<file path="src/rtl/regfile_wb_ctrl_pkg.sv">
// -----------------------------------------------------------------------------
// regfile_wb_ctrl_pkg
// Shared definitions for the register-file writeback controller: architectural
// sizes and the load-response queue entry.
// No ports (package).
// -----------------------------------------------------------------------------
package regfile_wb_ctrl_pkg;

  localparam int REG_W = 5;
  localparam int XLEN  = 32;
  localparam int NREGS = 32;

  // One buffered load response: destination register and returned data.
  typedef struct packed {
    logic [REG_W-1:0] rd;
    logic [XLEN-1:0]  data;
  } lq_entry_t;

endpackage

</file>
<file path="src/rtl/wb_fifo.sv">
// -----------------------------------------------------------------------------
// wb_fifo
// Small synchronous FIFO holding load responses until they win the register
// file write port. The head entry is visible combinationally so the arbiter
// can write it in the same cycle it pops it.
// Ports:
//   clk, rst        clock and synchronous active-high reset (empties the FIFO)
//   push, push_data enqueue request and entry (ignored when full)
//   pop             dequeue request (ignored when empty)
//   head            current oldest entry (undefined when empty)
//   full, empty     occupancy flags
//   count           number of valid entries
// -----------------------------------------------------------------------------
module wb_fifo
  import regfile_wb_ctrl_pkg::*;
#(
  parameter int DEPTH = 2
) (
  input  logic                         clk,
  input  logic                         rst,
  input  logic                         push,
  input  lq_entry_t                    push_data,
  input  logic                         pop,
  output lq_entry_t                    head,
  output logic                         full,
  output logic                         empty,
  output logic [$clog2(DEPTH+1)-1:0]   count
);

  localparam int PW = $clog2(DEPTH);
  localparam int CW = $clog2(DEPTH+1);

  lq_entry_t       mem [DEPTH];
  logic [PW-1:0]   wr_ptr;
  logic [PW-1:0]   rd_ptr;
  logic [CW-1:0]   cnt;
  logic            push_ok;
  logic            pop_ok;

  // DEPTH is a power of two, so the pointers wrap naturally.
  always_comb begin
    full    = (cnt == CW'(DEPTH));
    empty   = (cnt == '0);
    push_ok = push & ~full;
    pop_ok  = pop & ~empty;
    head    = mem[rd_ptr];
    count   = cnt;
  end

  // Storage needs no reset; validity is tracked entirely by cnt.
  always_ff @(posedge clk) begin
    if (push_ok) begin
      mem[wr_ptr] <= push_data;
    end
  end

  always_ff @(posedge clk) begin
    if (rst) begin
      wr_ptr <= '0;
      rd_ptr <= '0;
      cnt    <= '0;
    end else begin
      if (push_ok) begin
        wr_ptr <= wr_ptr + 1'b1;
      end
      if (pop_ok) begin
        rd_ptr <= rd_ptr + 1'b1;
      end
      case ({push_ok, pop_ok})
        2'b10:   cnt <= cnt + 1'b1;
        2'b01:   cnt <= cnt - 1'b1;
        default: cnt <= cnt;
      endcase
    end
  end

endmodule

</file>
<file path="src/rtl/regfile_wb_ctrl.sv">
// -----------------------------------------------------------------------------
// regfile_wb_ctrl
// Writeback controller and load scoreboard for the 32x32 register file.
// Shares the single write port between the ALU writeback and buffered load
// responses, tracks registers with pending load writes, and stalls issue on
// RAW/WAW hazards or when too many loads are outstanding.
// Ports:
//   clk, rst                          clock, synchronous active-high reset
//   iss_valid/rs1/rs2/rd/is_load      instruction presented at issue
//   iss_stall                         hold issue this cycle
//   alu_wb_valid/rd/data, alu_wb_ready  ALU writeback request / acceptance
//   ld_resp_valid/rd/data, ld_resp_ready  returning load data / queue space
//   rf_we, rf_rd, rf_wd               register file write port
//   busy_mask                         pending-load bit per register (bit 0 = 0)
//   ld_outstanding                    issued but not yet retired loads
// -----------------------------------------------------------------------------
module regfile_wb_ctrl
  import regfile_wb_ctrl_pkg::*;
#(
  parameter int LQ_DEPTH        = 2,
  parameter int MAX_OUTSTANDING = 4,
  parameter int STARVE_LIMIT    = 4
) (
  input  logic                                 clk,
  input  logic                                 rst,
  input  logic                                 iss_valid,
  input  logic [REG_W-1:0]                     iss_rs1,
  input  logic [REG_W-1:0]                     iss_rs2,
  input  logic [REG_W-1:0]                     iss_rd,
  input  logic                                 iss_is_load,
  output logic                                 iss_stall,
  input  logic                                 alu_wb_valid,
  output logic                                 alu_wb_ready,
  input  logic [REG_W-1:0]                     alu_wb_rd,
  input  logic [XLEN-1:0]                      alu_wb_data,
  input  logic                                 ld_resp_valid,
  output logic                                 ld_resp_ready,
  input  logic [REG_W-1:0]                     ld_resp_rd,
  input  logic [XLEN-1:0]                      ld_resp_data,
  output logic                                 rf_we,
  output logic [REG_W-1:0]                     rf_rd,
  output logic [XLEN-1:0]                      rf_wd,
  output logic [NREGS-1:0]                     busy_mask,
  output logic [$clog2(MAX_OUTSTANDING+1)-1:0] ld_outstanding
);

  localparam int OW = $clog2(MAX_OUTSTANDING+1);
  localparam int SW = $clog2(STARVE_LIMIT+1);
  localparam int CW = $clog2(LQ_DEPTH+1);

  logic [NREGS-1:0] busy_q;
  logic [NREGS-1:0] busy_n;
  logic [OW-1:0]    out_q;
  logic [SW-1:0]    starve_q;

  lq_entry_t        head;
  lq_entry_t        push_entry;
  logic             fifo_full;
  logic             fifo_empty;
  logic [CW-1:0]    fifo_count;

  logic             hz;
  logic             at_limit;
  logic             load_fire;
  logic             load_win;
  logic             resp_push;

  assign push_entry = '{rd: ld_resp_rd, data: ld_resp_data};

  wb_fifo #(
    .DEPTH(LQ_DEPTH)
  ) u_fifo (
    .clk       (clk),
    .rst       (rst),
    .push      (resp_push),
    .push_data (push_entry),
    .pop       (load_win),
    .head      (head),
    .full      (fifo_full),
    .empty     (fifo_empty),
    .count     (fifo_count)
  );

  // Hazard detection, write-port arbitration and handshakes. Everything is
  // forced to its idle value while rst is high so no write or stall escapes
  // during the reset cycle.
  always_comb begin
    hz            = busy_q[iss_rs1] | busy_q[iss_rs2] | busy_q[iss_rd];
    at_limit      = (out_q == OW'(MAX_OUTSTANDING));
    iss_stall     = ~rst & iss_valid & (hz | (iss_is_load & at_limit));
    load_fire     = ~rst & iss_valid & ~iss_stall & iss_is_load;
    load_win      = ~rst & ~fifo_empty &
                    (~alu_wb_valid | (starve_q == SW'(STARVE_LIMIT)));
    ld_resp_ready = rst | ~fifo_full;
    resp_push     = ~rst & ld_resp_valid & ~fifo_full;
    alu_wb_ready  = ~load_win;

    rf_we = 1'b0;
    rf_rd = '0;
    rf_wd = '0;
    if (load_win) begin
      rf_we = (head.rd != '0);
      rf_rd = head.rd;
      rf_wd = head.data;
    end else if (alu_wb_valid & ~rst) begin
      rf_we = (alu_wb_rd != '0);
      rf_rd = alu_wb_rd;
      rf_wd = alu_wb_data;
    end

    // Clear for the retiring load first so a same-edge set takes priority.
    busy_n = busy_q;
    if (load_win) begin
      busy_n[head.rd] = 1'b0;
    end
    if (load_fire && iss_rd != '0) begin
      busy_n[iss_rd] = 1'b1;
    end
    busy_n[0] = 1'b0;

    busy_mask      = busy_q;
    ld_outstanding = out_q;
  end

  // Scoreboard, outstanding-load counter and starvation counter. The starve
  // counter only runs while a queued response is being passed over.
  always_ff @(posedge clk) begin
    if (rst) begin
      busy_q   <= '0;
      out_q    <= '0;
      starve_q <= '0;
    end else begin
      busy_q <= busy_n;
      case ({load_fire, load_win})
        2'b10:   out_q <= out_q + 1'b1;
        2'b01:   out_q <= out_q - 1'b1;
        default: out_q <= out_q;
      endcase
      if (load_win || fifo_empty) begin
        starve_q <= '0;
      end else if (alu_wb_valid && starve_q != SW'(STARVE_LIMIT)) begin
        starve_q <= starve_q + 1'b1;
      end
    end
  end

  // Protocol checks on the surrounding pipeline.
  always_ff @(posedge clk) begin
    if (!rst) begin
      assert (!(alu_wb_valid && alu_wb_ready && busy_q[alu_wb_rd]));
      assert (!ld_resp_valid || (int'(out_q) > int'(fifo_count)));
      assert (!(load_fire && !load_win && out_q == OW'(MAX_OUTSTANDING)));
      assert (!(load_win && !load_fire && out_q == '0));
    end
  end

endmodule
</file>
<file path="config.mk">
export PLATFORM = sky130hd
export DESIGN_NAME = regfile_wb_ctrl
export DESIGN_NICKNAME = d
export VERILOG_FILES = /design/src/rtl/regfile_wb_ctrl_pkg.sv /design/src/rtl/wb_fifo.sv /design/src/rtl/regfile_wb_ctrl.sv
export SDC_FILE = /design/constraint.sdc
export NUM_CORES = 1
export LEC_CHECK = 0
export BUFFER_PORTS_ARGS = -buffer_cell sky130_fd_sc_hd__buf_2
export CORE_AREA = 5 5 146 148
export CTS_BUF_LIST = sky130_fd_sc_hd__clkbuf_4
export DETAILED_ROUTE_END_ITERATION = 10
export DIE_AREA = 0 0 151 153
export HOLD_SLACK_MARGIN = 0.05
export PLACE_DENSITY_LB_ADDON = 0.08
export SYNTH_ARGS = -nofsm -noshare
export SYNTH_HDL_FRONTEND = slang
export SYNTH_SLANG_ARGS = --single-unit
</file>
<file path="constraint.sdc">
create_clock -name clk -period 3.7 [get_ports clk]
set_input_delay 0.74 -clock clk [delete_from_list [all_inputs] [get_ports clk]]
set_output_delay 0.74 -clock clk [all_outputs]
set_load 0.01 [all_outputs]
</file>
; After elaboration in Yosys (flattened, before gate mapping)
; Memories as Yosys holds them, arrays and structs flattened. A register that Yosys moved wholly into a read port is not among the register bits.
; Cells that the tools add are included.
[totals]
ff_bits = 42
latch_bits = 0
ram_bits = 74
rom_bits = 0
in_bits = 95
out_inout_bits = 76
mem_count = 1
[op_classes]
n_addsub = 7
n_mul = 0
div_mod_pow = 0
magnitude_cmp = 6
n_eq_ne = 8
shift = 0
muxes = 24
bitwise_logic = 26
reduce_logical = 12
[mem_list]
columns = name, words, width, rd, rd_clocked_by_memory_dff, write_ports, line
row1 = u_fifo.mem, 2, 37, 1, 1, 1, wb_fifo.sv:33  ; lq_entry_t mem [DEPTH];
[op_table]
columns = cell, n
row1 = two-way mux 32 bit, 4
row2 = AND 32 bit, 1
row3 = inverter 32 bit, 1
row4 = OR 32 bit, 1
row5 = "< comparator 5 x 6 -> 1 bit, second input constant", 4
row6 = binary-select mux 1 bit (select 5 bit), 3
row7 = nonzero test 5 bit, 3
row8 = AND 1 bit, 12
row9 = two-way mux 1 bit, 11
row10 = demux 1 bit (select 5 bit), 2
row11 = ">= comparator 5 x 1 -> 1 bit, second input constant", 2
row12 = two-way mux 5 bit, 2
row13 = "adder 3 x 1 -> 3 bit, second input constant", 2
row14 = "== test 2 bit, second input constant", 3
row15 = "== test 3 bit, second input constant", 2
row16 = inverter 1 bit, 6
row17 = one-hot mux 3 bit (2 select lines), 1
row18 = OR 1 bit, 5
row19 = "== test 2 x 1 -> 1 bit, second input constant", 2
row20 = logical AND 1 bit, 4
row21 = one-hot mux 2 bit (2 select lines), 1
row22 = nonzero test 2 bit, 2
row23 = "inequality test 3 bit, second input constant", 1
row24 = "subtractor 3 x 1 -> 3 bit, second input constant", 1
row25 = 6 further kinds, 7

; Depth between registers and ports, before layout
; Gate-level depths: netlist of the first run.
[logic_depth]
word_depth = 11
ltp_mapped = 16
depth_no_buf = 12

; By module
; From an unflattened synthesis of the first run, not the netlist that was laid out.
[hier_totals]
hier_cells = 492
hier_area_um2 = 5952.0
[by_module_without_submodules]
columns = module, instances, cells_per_inst, area_each_um2, seq_area_each_um2
row1 = regfile_wb_ctrl, 1, 351, 3069.2, 740.7
row2 = wb_fifo, 1, 141, 2882.8, 2322.2

; Worst setup path after synthesis of the first run
; Ideal clock, no wire load.
[synth_path]
kind = input-to-reg
start = input iss_rs2[0]
end = register out_q[2], in the netlist ld_outstanding[2]
setup_time_ns = 0.071
arrival_ns = 3.872
t_required_ns = 3.629
setup_slack_ns = -0.242
path_stages = 15
n_path_buf = 3
path_cell_list = buf_6 -> mux4_2 -> o22ai_1 -> nor4bb_1 -> or4_4 -> or3b_1 -> buf_6 -> buf_6 -> or2_2 -> ha_1 -> inv_1 -> fa_1 -> xor2_1 -> or3_1 -> a21oi_1
[synth_between]
elab_chain_cells = 11
elab_cells_between_ends = 13
[synth_rtl]
columns = item, line
row1 = "start, declared", regfile_wb_ctrl.sv:28  ; input logic [REG_W-1:0] iss_rs2,
row2 = binary-select mux 1 bit (select 5 bit) (*), regfile_wb_ctrl.sv:88  ; hz = busy_q[iss_rs1] | busy_q[iss_rs2] | busy_q[iss_rd];
row3 = two-way mux 1 bit (not written as such) (*), regfile_wb_ctrl.sv:88
row4 = OR 1 bit (*) (2 in a row), regfile_wb_ctrl.sv:88
row5 = OR 1 bit (*), regfile_wb_ctrl.sv:90  ; iss_stall = ~rst & iss_valid & (hz | (iss_is_load & at_limit));
row6 = AND 1 bit (*), regfile_wb_ctrl.sv:90
row7 = inverter 1 bit (*), regfile_wb_ctrl.sv:91  ; load_fire = ~rst & iss_valid & ~iss_stall & iss_is_load;
row8 = AND 1 bit (*) (2 in a row), regfile_wb_ctrl.sv:91
row9 = == test 2 x 1 -> 1 bit / == test 2 bit (equally long branches), regfile_wb_ctrl.sv:134  ; case ({load_fire, load_win})
row10 = one-hot mux 3 bit (2 select lines) / nonzero test 2 bit (equally long branches), --
row11 = "end signal, assigned", regfile_wb_ctrl.sv:135  ; 2'b10: out_q <= out_q + 1'b1;
row12 = "end signal, assigned", regfile_wb_ctrl.sv:136  ; 2'b01: out_q <= out_q - 1'b1;
row13 = "end signal, assigned", regfile_wb_ctrl.sv:137  ; default: out_q <= out_q;
row14 = "end, declared", regfile_wb_ctrl.sv:53  ; logic [OW-1:0] out_q;
; Mark *: on every way between the ends. The rest lies on a longest branch, timed or not. The select of a mux whose other input is x is not followed.
; A chain may end at the register's enable or synchronous reset.

; Worst setup path in the final report of the first run
[layout_path]
start = register busy_q[12], in the netlist busy_mask[12]
end = register out_q[2], in the netlist ld_outstanding[2]
[layout_between]
elab_chain_cells = 11
elab_cells_between_ends = 17
[layout_rtl]
columns = item, line
row1 = "start, declared", regfile_wb_ctrl.sv:51  ; logic [NREGS-1:0] busy_q;
row2 = "start signal, assigned", regfile_wb_ctrl.sv:133  ; busy_q <= busy_n;
row3 = binary-select mux 1 bit (select 5 bit), regfile_wb_ctrl.sv:88
row4 = two-way mux 1 bit (not written as such), regfile_wb_ctrl.sv:88
row5 = OR 1 bit, regfile_wb_ctrl.sv:88
row6 = OR 1 bit (*), regfile_wb_ctrl.sv:88
row7 = OR 1 bit (*), regfile_wb_ctrl.sv:90
row8 = AND 1 bit (*), regfile_wb_ctrl.sv:90
row9 = inverter 1 bit (*), regfile_wb_ctrl.sv:91
row10 = AND 1 bit (*) (2 in a row), regfile_wb_ctrl.sv:91
row11 = == test 2 x 1 -> 1 bit / == test 2 bit (equally long branches), regfile_wb_ctrl.sv:134
row12 = one-hot mux 3 bit (2 select lines) / nonzero test 2 bit (equally long branches), --
; Marks and branches as above.

==> results of run 1 <==
-- layout by cell type, fill, tap and decap left out, types with 3 or more instances in the layout --
| cell | instances |
|---|---|
| ha_1 | 3 |
| mux4_2 | 11 |
| nand2_1 | 85 |
| a2bb2oi_1 | 3 |
| nor4_1 | 4 |
| buf_2 | 169 |
| a32oi_1 | 5 |
| o41ai_1 | 26 |
| inv_1 | 16 |
| buf_4 | 32 |
| a21oi_1 | 6 |
| clkinv_4 | 3 |
| mux2i_1 | 47 |
| clkinvlp_4 | 7 |
| nor2b_1 | 13 |
| clkbuf_4 | 17 |
| edfxtp_1 | 74 |
| dfxtp_1 | 41 |
| o41ai_2 | 5 |
| nor2_1 | 33 |
| mux2_2 | 9 |
| nand2b_1 | 6 |
| nand4_1 | 3 |
| and3_1 | 3 |
| xnor2_1 | 3 |
| o21ai_0 | 43 |
| xor2_1 | 3 |
| nand3_1 | 35 |
| or3_1 | 3 |
| a22oi_1 | 3 |
-- Yosys cell counts, drive strengths merged (2+ instances only) --
master	n
edfxtp	74
nand3b	2
mux2	9
buf	18
o22ai	2
mux4	12
o2111ai	2
nand3	35
o41ai	31
o21ai	43
a22oi	3
nand2b	6
ha	4
a2bb2oi	3
xor2	3
a221oi	3
inv	17
a32oi	5
nor2b	13
nand2	85
mux2i	47
or2	3
xnor2	3
clkbuf	23
or3	3
a21oi	6
nand4	3
a22o	2
nor4bb	2
nor4	4
and3	4
or4	2
nor2	34
dfxtp	42
-- layout make-up --
| class | count | area, um2 | area share |
|---|---|---|---|
| sequential | 116 | 3060 | 0.406 |
| antenna | 2 | 5.00 | 0.000663 |
| inverter | 18 | 67.6 | 0.00895 |
| timing repair buffer | 201 | 1090 | 0.144 |
| clock buffer | 17 | 128 | 0.0169 |
| tap | 270 | 338 | 0.0447 |
| clock inverter | 15 | 135 | 0.0179 |
| multi-input combinational | 388 | 2730 | 0.361 |
-- layer usage --
layer,part of all wire,track usage
met1,0.45,0.211
met2,0.45,0.242
met3,0.082,0.0512
met4,0.015,0.0484
met5,0.0021,0
-- critical path, stage by stage, from the launching register on --
cell and delay (ns):
dfxtp_1 0.39, mux4_2 0.46, nand2b_1 0.15, and3_1 0.14, or4_4 0.56, or3b_1 0.44
or2_4 0.26, ha_4 0.16, inv_2 0.05, fa_2 0.19, xor2_1 0.07, or3_1 0.32
a21oi_1 0.12
-- logic make-up after synthesis --
logic type	count (synthesis)	share of synthesized area
other	1	0.000623
muxes	68	0.140
xor gates and xnor gates	6	0.00873
buffers and inverters	59	0.0440
and+or+nand+nor	203	0.159
AOI/OAI and AO/OA	105	0.127
adders and majority gates	5	0.0116
DFF	116	0.509
-- metrics by stage --
step / hold slack (ns) / cells / instance area, um2 / TNS (ns) / worst slack (ns)
floorplan: 0.417 / 563 / 6050 / -0.227 / -0.132
global placement: 0.424 / 993 / 7280 / -0.172 / -0.102
detailed placement: 0.440 / 993 / 7280 / -0.264 / -0.154
CTS: 0.334 / 1025 / 7540 / 0 / 0.300
global route: 0.328 / 1026 / 7550 / 0 / 0.179
finish: 0.401 / 1027 / 7550 / 0 / 0.329
-- worst max path at each step --
stage / to / cells after the start
floorplan: ld_outstanding[2]$_SDFFE_PP0P_ / 15
global placement: ld_outstanding[2]$_SDFFE_PP0P_ / 13
detailed placement: ld_outstanding[2]$_SDFFE_PP0P_ / 13
CTS: iss_stall / 7
global route: iss_stall / 7
finish: ld_outstanding[2]$_SDFFE_PP0P_ / 12
-- state kept, by name, indices dropped and copies added (netlist names), named ones only --
name and flops:
u_fifo.rd_ptr 1, u_fifo.wr_ptr 1, starve_q 3, u_fifo.mem 74, busy_mask 31, ld_outstanding 3
u_fifo.count 2
-- where the power goes --
group / switching (mW) / leakage, nW / internal [mW] / total (mW)
Clock: 0.514 / 0.120 / 0.334 / 0.848
Combinational: 0.269 / 1.82 / 0.179 / 0.448
Sequential: 0.0304 / 1.02 / 1.43 / 1.46
==> impl_metrics.json, run 1 <==
{
  "synth_area_leaders": "edfxtp_1, dfxtp_1, mux2i_1",
  "finalClockSkew_ns": 0.0131,
  "die_w_um": 151,
  "powerDensity_mw_per_mm2": 364,
  "syn_inst": 563,
  "insertion_delay_ns": 0.51,
  "cp-end-kind": "flip-flop",
  "cts_resized": 0,
  "leakage_nw": 2.96,
  "status": "finished clean",
  "cts_tree": "yes",
  "utilization": 0.379,
  "initial_core_util": 0.302,
  "ir_worst_vdd_v": 0.000222,
  "synth_seq_area_share": 0.509,
  "async_reset_ff_frac": 0,
  "num_rows": 52,
  "nets": 842,
  "setup_viol": 0,
  "drc_errors": 0,
  "finalCritPeriodShare": 0.911,
  "cts_made_buffers": 17,
  "post_cts_buffers": 0,
  "ys.flop_type": "edfxtp_1",
  "regToRegStartpoint": "busy_mask[12]$_SDFF_PP0_",
  "first_pass_iters": 4,
  "crit_type": "reg -> reg",
  "ant_nets": 0,
  "wl_per_cell_um": 17.9,
  "rsz0062_at_grt": "no",
  "rrSetupSlack_ns": 0.33,
  "yosysWarnings": 0,
  "cp_data_arrival_time_ns": 3.82,
  "hold_path.class": "in -> reg",
  "dieArea_mm2": 0.0231,
  "drtIter0Drc": 387,
  "crit_start": "busy_mask[12]$_SDFF_PP0_",
  "dp_hpwl_mm": 13.9,
  "worstHoldEndpoint": "u_fifo.mem[1][24]$_DFFE_PP_",
  "tightest_slew_ns": 0.749,
  "wirelength_mm": 18.4,
  "root_buffer": "clkbuf_4",
  "cts_max_level": 4,
  "reg2regPathDepth": 12,
  "fmax_mhz": 297,
  "grt_pass1_vias": 5268,
  "die_y_um": 153,
  "io_pins": 171,
  "finalPower_mw": 2.75,
  "worstPathMaxFanout": 5,
  "synth_area_leader_cell": "edfxtp_1",
  "postCtsHoldBufs": 0,
  "synthDominantCellAreaShare": 0.369,
  "coreArea_mm2": 0.0199,
  "cp-start-kind": "flip-flop",
  "cts.sinks": 116,
  "globalplace.congestion": 0.863,
  "layout-drive-gt1-share": 0.358,
  "ys_types": 56,
  "slew_headroom": 0.499,
  "grt_max_degree": 49,
  "overflow": 0,
  "synth_fp_nets": 663,
  "rr_endpoint": "ld_outstanding[2]$_SDFFE_PP0P_",
  "via_count": 5170,
  "syn_area_mm2": 0.00602,
  "grt_use_total": 0.157,
  "worstPathRequired_ns": 4.15,
  "finalWorstPathRequiredPeriod_ns": 3.37,
  "ys_ff_latch": 116,
  "clk_pin_slew_ns": 0.12,
  "avgSynthCellArea_um2": 10.7,
  "drv_cap": 0,
  "worstHoldStart": "ld_resp_data[24]",
  "slew_viol_final": 0,
  "io_buffers": 169,
  "min_path_cells": 1,
  "synth_edf_count": 74,
  "finalHoldViolCount": 0,
  "antenna_found_initial": 4,
  "nFillCells": 2065,
  "cts_buffer_depth": 2,
  "grt_pass1_wl_mm": 28.5,
  "viasPerCell": 5.03,
  "syn_to_final_growth_pct": 25.4
}
(Power assumes the default switching activity.)
==> run 2, diff against run 1 <==
--- a/config.mk
+++ b/config.mk
@@ -5,11 +5,13 @@
 export SDC_FILE = /design/constraint.sdc
 export NUM_CORES = 1
 export LEC_CHECK = 0
+export ABC_AREA = 1
 export BUFFER_PORTS_ARGS = -buffer_cell sky130_fd_sc_hd__buf_2
-export CORE_AREA = 5 5 146 148
+export CORE_AREA = 5 5 148 150
 export CTS_BUF_LIST = sky130_fd_sc_hd__clkbuf_4
+export CTS_CLUSTER_SIZE = 30
 export DETAILED_ROUTE_END_ITERATION = 10
-export DIE_AREA = 0 0 151 153
+export DIE_AREA = 0 0 153 155
 export HOLD_SLACK_MARGIN = 0.05
 export PLACE_DENSITY_LB_ADDON = 0.08
 export SYNTH_ARGS = -nofsm -noshare
==> run 2 against run 1 <==
Against the previous run:
- hold slack worse by 0.0032 ns
- flip-flop and latch count unchanged
- largest power group unchanged
- highest routed layer unchanged
- sequential power about the same
- clock power up 17%
- critical path depth down 5
==> impl_metrics.json, run 2 <==
{
  "yosysWarnings": 0,
  "min_path_cells": 1,
  "dp_hpwl_mm": 14.2,
  "io_pins": 171,
  "ys_types": 35,
  "syn_inst": 790,
  "cts_resized": 0,
  "p_int_mw": 2.04,
  "worstHoldEndpoint": "u_fifo.mem[0][24]$_DFFE_PP_",
  "leakage_nw": 3.37,
  "wirelength_mm": 19.3,
  "status": "finished clean",
  "grt_pass1_vias": 5629,
  "synthDominantCellAreaShare": 0.357,
  "cts.sinks": 116,
  "cp-end-kind": "output port",
  "wl_per_cell_um": 15.6,
  "worstPathMaxFanout": 17,
  "crit_type": "reg -> out",
  "die_y_um": 155,
  "timing.hold.ws_ns": 0.398,
  "nets": 1051,
  "p_clk_frac": 0.346,
  "num_rows": 53,
  "slew_viol_final": 0,
  "async_reset_ff_frac": 0,
  "powerDensity_mw_per_mm2": 376,
  "layout_commonest_cell": "buf_2",
  "slew_headroom": 0.452,
  "drc_errors": 0,
  "regMostFlops": "u_fifo.mem",
  "rsz0062_at_grt": "no",
  "fmax_mhz": 298,
  "cts_max_level": 4,
  "finalHoldViolCount": 0,
  "cts_buffer_depth": 2,
  "viasPerCell": 4.66,
  "power_switching_mw": 0.827,
  "finalClockSkew_ns": 0.0191,
  "dpl-instance-area_mm2": 0.00730,
  "fin_setup_tns_ns": 0,
  "io_buffers": 169,
  "synth_fp_nets": 890,
  "ir_worst_vdd_v": 0.000182,
  "synth_area_leader_cell": "edfxtp_1",
  "post_cts_buffers": 0,
  "reg2regPathDepth": 5,
  "coreArea_mm2": 0.0206,
  "die_w_um": 153,
  "placedCellCount": 1207,
  "layout-drive-gt1-share": 0.242,
  "rr_endpoint": "busy_mask[8]$_SDFF_PP0_",
  "synthTopCellsByCount": "nand2_1, inv_1, o21ai_0",
  "synth_area_leaders": "edfxtp_1, dfxtp_1, nand2_1",
  "initial_core_util": 0.303,
  "first_pass_iters": 4,
  "finalWorstPathRequiredPeriod_ns": 3.36,
  "p_sw_frac": 0.289,
  "syn_area_mm2": 0.00623,
  "avgSynthCellArea_um2": 7.89,
  "finalPower_mw": 2.86,
  "finalCritPeriodShare": 0.908,
  "globalplace.congestion": 0.786,
  "seqCellArea_mm2": 0.00306,
  "final_cells": 1240,
  "layout_common_cells": "buf_2, nand2_1, inv_1, o21ai_0, edfxtp_1",
  "seq_power_share": 0.501,
  "worstPathRequired_ns": 2.96,
  "clk_pin_slew_ns": 0.12,
  "largest_reg_flops": 74,
  "dieArea_mm2": 0.0237,
  "synth_seq_area_share": 0.492,
  "ys_ff_latch": 116,
  "synth_edf_count": 74,
  "antenna_found_initial": 5,
  "utilization": 0.370,
  "insertion_delay_ns": 0.52,
  "grt_max_degree": 39,
  "syn_to_final_growth_pct": 22.1,
  "cp-start-kind": "flip-flop",
  "hold_path.class": "in -> reg",
  "ys.flop_type": "edfxtp_1",
  "ant_nets": 0,
  "rrSetupSlack_ns": 1.27,
  "postCtsHoldBufs": 0,
  "worstHoldStart": "ld_resp_data[24]",
  "root_buffer": "clkbuf_4",
  "fin_area_mm2": 0.00761,
  "tightest_slew_ns": 0.813,
  "grt_pass1_wl_mm": 30.3,
  "overflow": 0,
  "via_count": 5773,
  "post-place-ws_ns": 0.417,
  "setup_viol": 0,
  "cts_tree": "yes",
  "comb_power_share": 0.153,
  "drv_cap": 0,
  "grt_use_total": 0.162,
  "multi_input_area_mm2": 0.00241,
  "synthMostInstantiatedCell": "nand2_1",
  "cp_data_arrival_time_ns": 2.62,
  "layout_setup_ws_ns": 0.341,
  "drtIter0Drc": 238,
  "nFillCells": 2246,
  "cts_made_buffers": 17
}
## run 2: power groups by stage
stage	registers (mW)	logic, mW	clock network, mW
after floorplan	1.46	0.278	0
after global placement	1.47	0.445	0
after detailed placement	1.47	0.445	0
after CTS	1.44	0.447	1.03
after global routing	1.44	0.494	1.09
final	1.44	0.437	0.991
## run 2: how the worst max path moves through the flow
stage	from	cells after the start	to
CTS	flip-flop	7	rf_we
global placement	iss_rd[0]	18	ld_outstanding[1]$_SDFFE_PP0P_
floorplan	rst	4	u_fifo.mem[1][0]$_DFFE_PP_
finish	flip-flop	7	rf_we
global route	flip-flop	7	rf_we
detailed placement	iss_rd[0]	18	ld_outstanding[1]$_SDFFE_PP0P_
## run 2: kinds of logic (layout without fill, tap and decap cells)
family	after synthesis	count (layout)	share of synthesized area
AOI/OAI and AO/OA	164	164	0.141
other	1	2	0.000602
and+or+nand+nor	322	322	0.229
muxes	1	1	0.00161
adders and majority gates	5	5	0.0112
buffers and inverters	180	354	0.123
xor gates and xnor gates	1	1	0.00141
DFF	116	116	0.492
## run 2: final cells by class
class / count / area share
Tap cell: 275 / 0.0452
Clock inverter: 15 / 0.0237
Antenna cell: 1 / 0.000329
Inverter: 139 / 0.0689
Sequential cell: 116 / 0.403
Timing Repair Buffer: 183 / 0.125
Clock buffer: 17 / 0.0168
Multi-Input combinational cell: 494 / 0.317
## run 2: worst max-delay path: stages, from the launching register on
cell,delay [ns]
dfxtp_2,0.43
o21ai_0,0.62
inv_1,0.21
nor2_1,0.17
nand2_1,0.17
o21ai_0,0.25
o21ai_0,0.11
buf_2,0.15
## run 2: layer usage
layer,part of all wire,vias up,global-route usage,wire length (um)
li1,-,2969,-,-
met1,0.45,2622,0.211,8620
met5,0.0021,-,0,40
met3,0.066,23,0.0470,1280
met4,0.011,8,0.0445,207
met2,0.48,151,0.264,9190
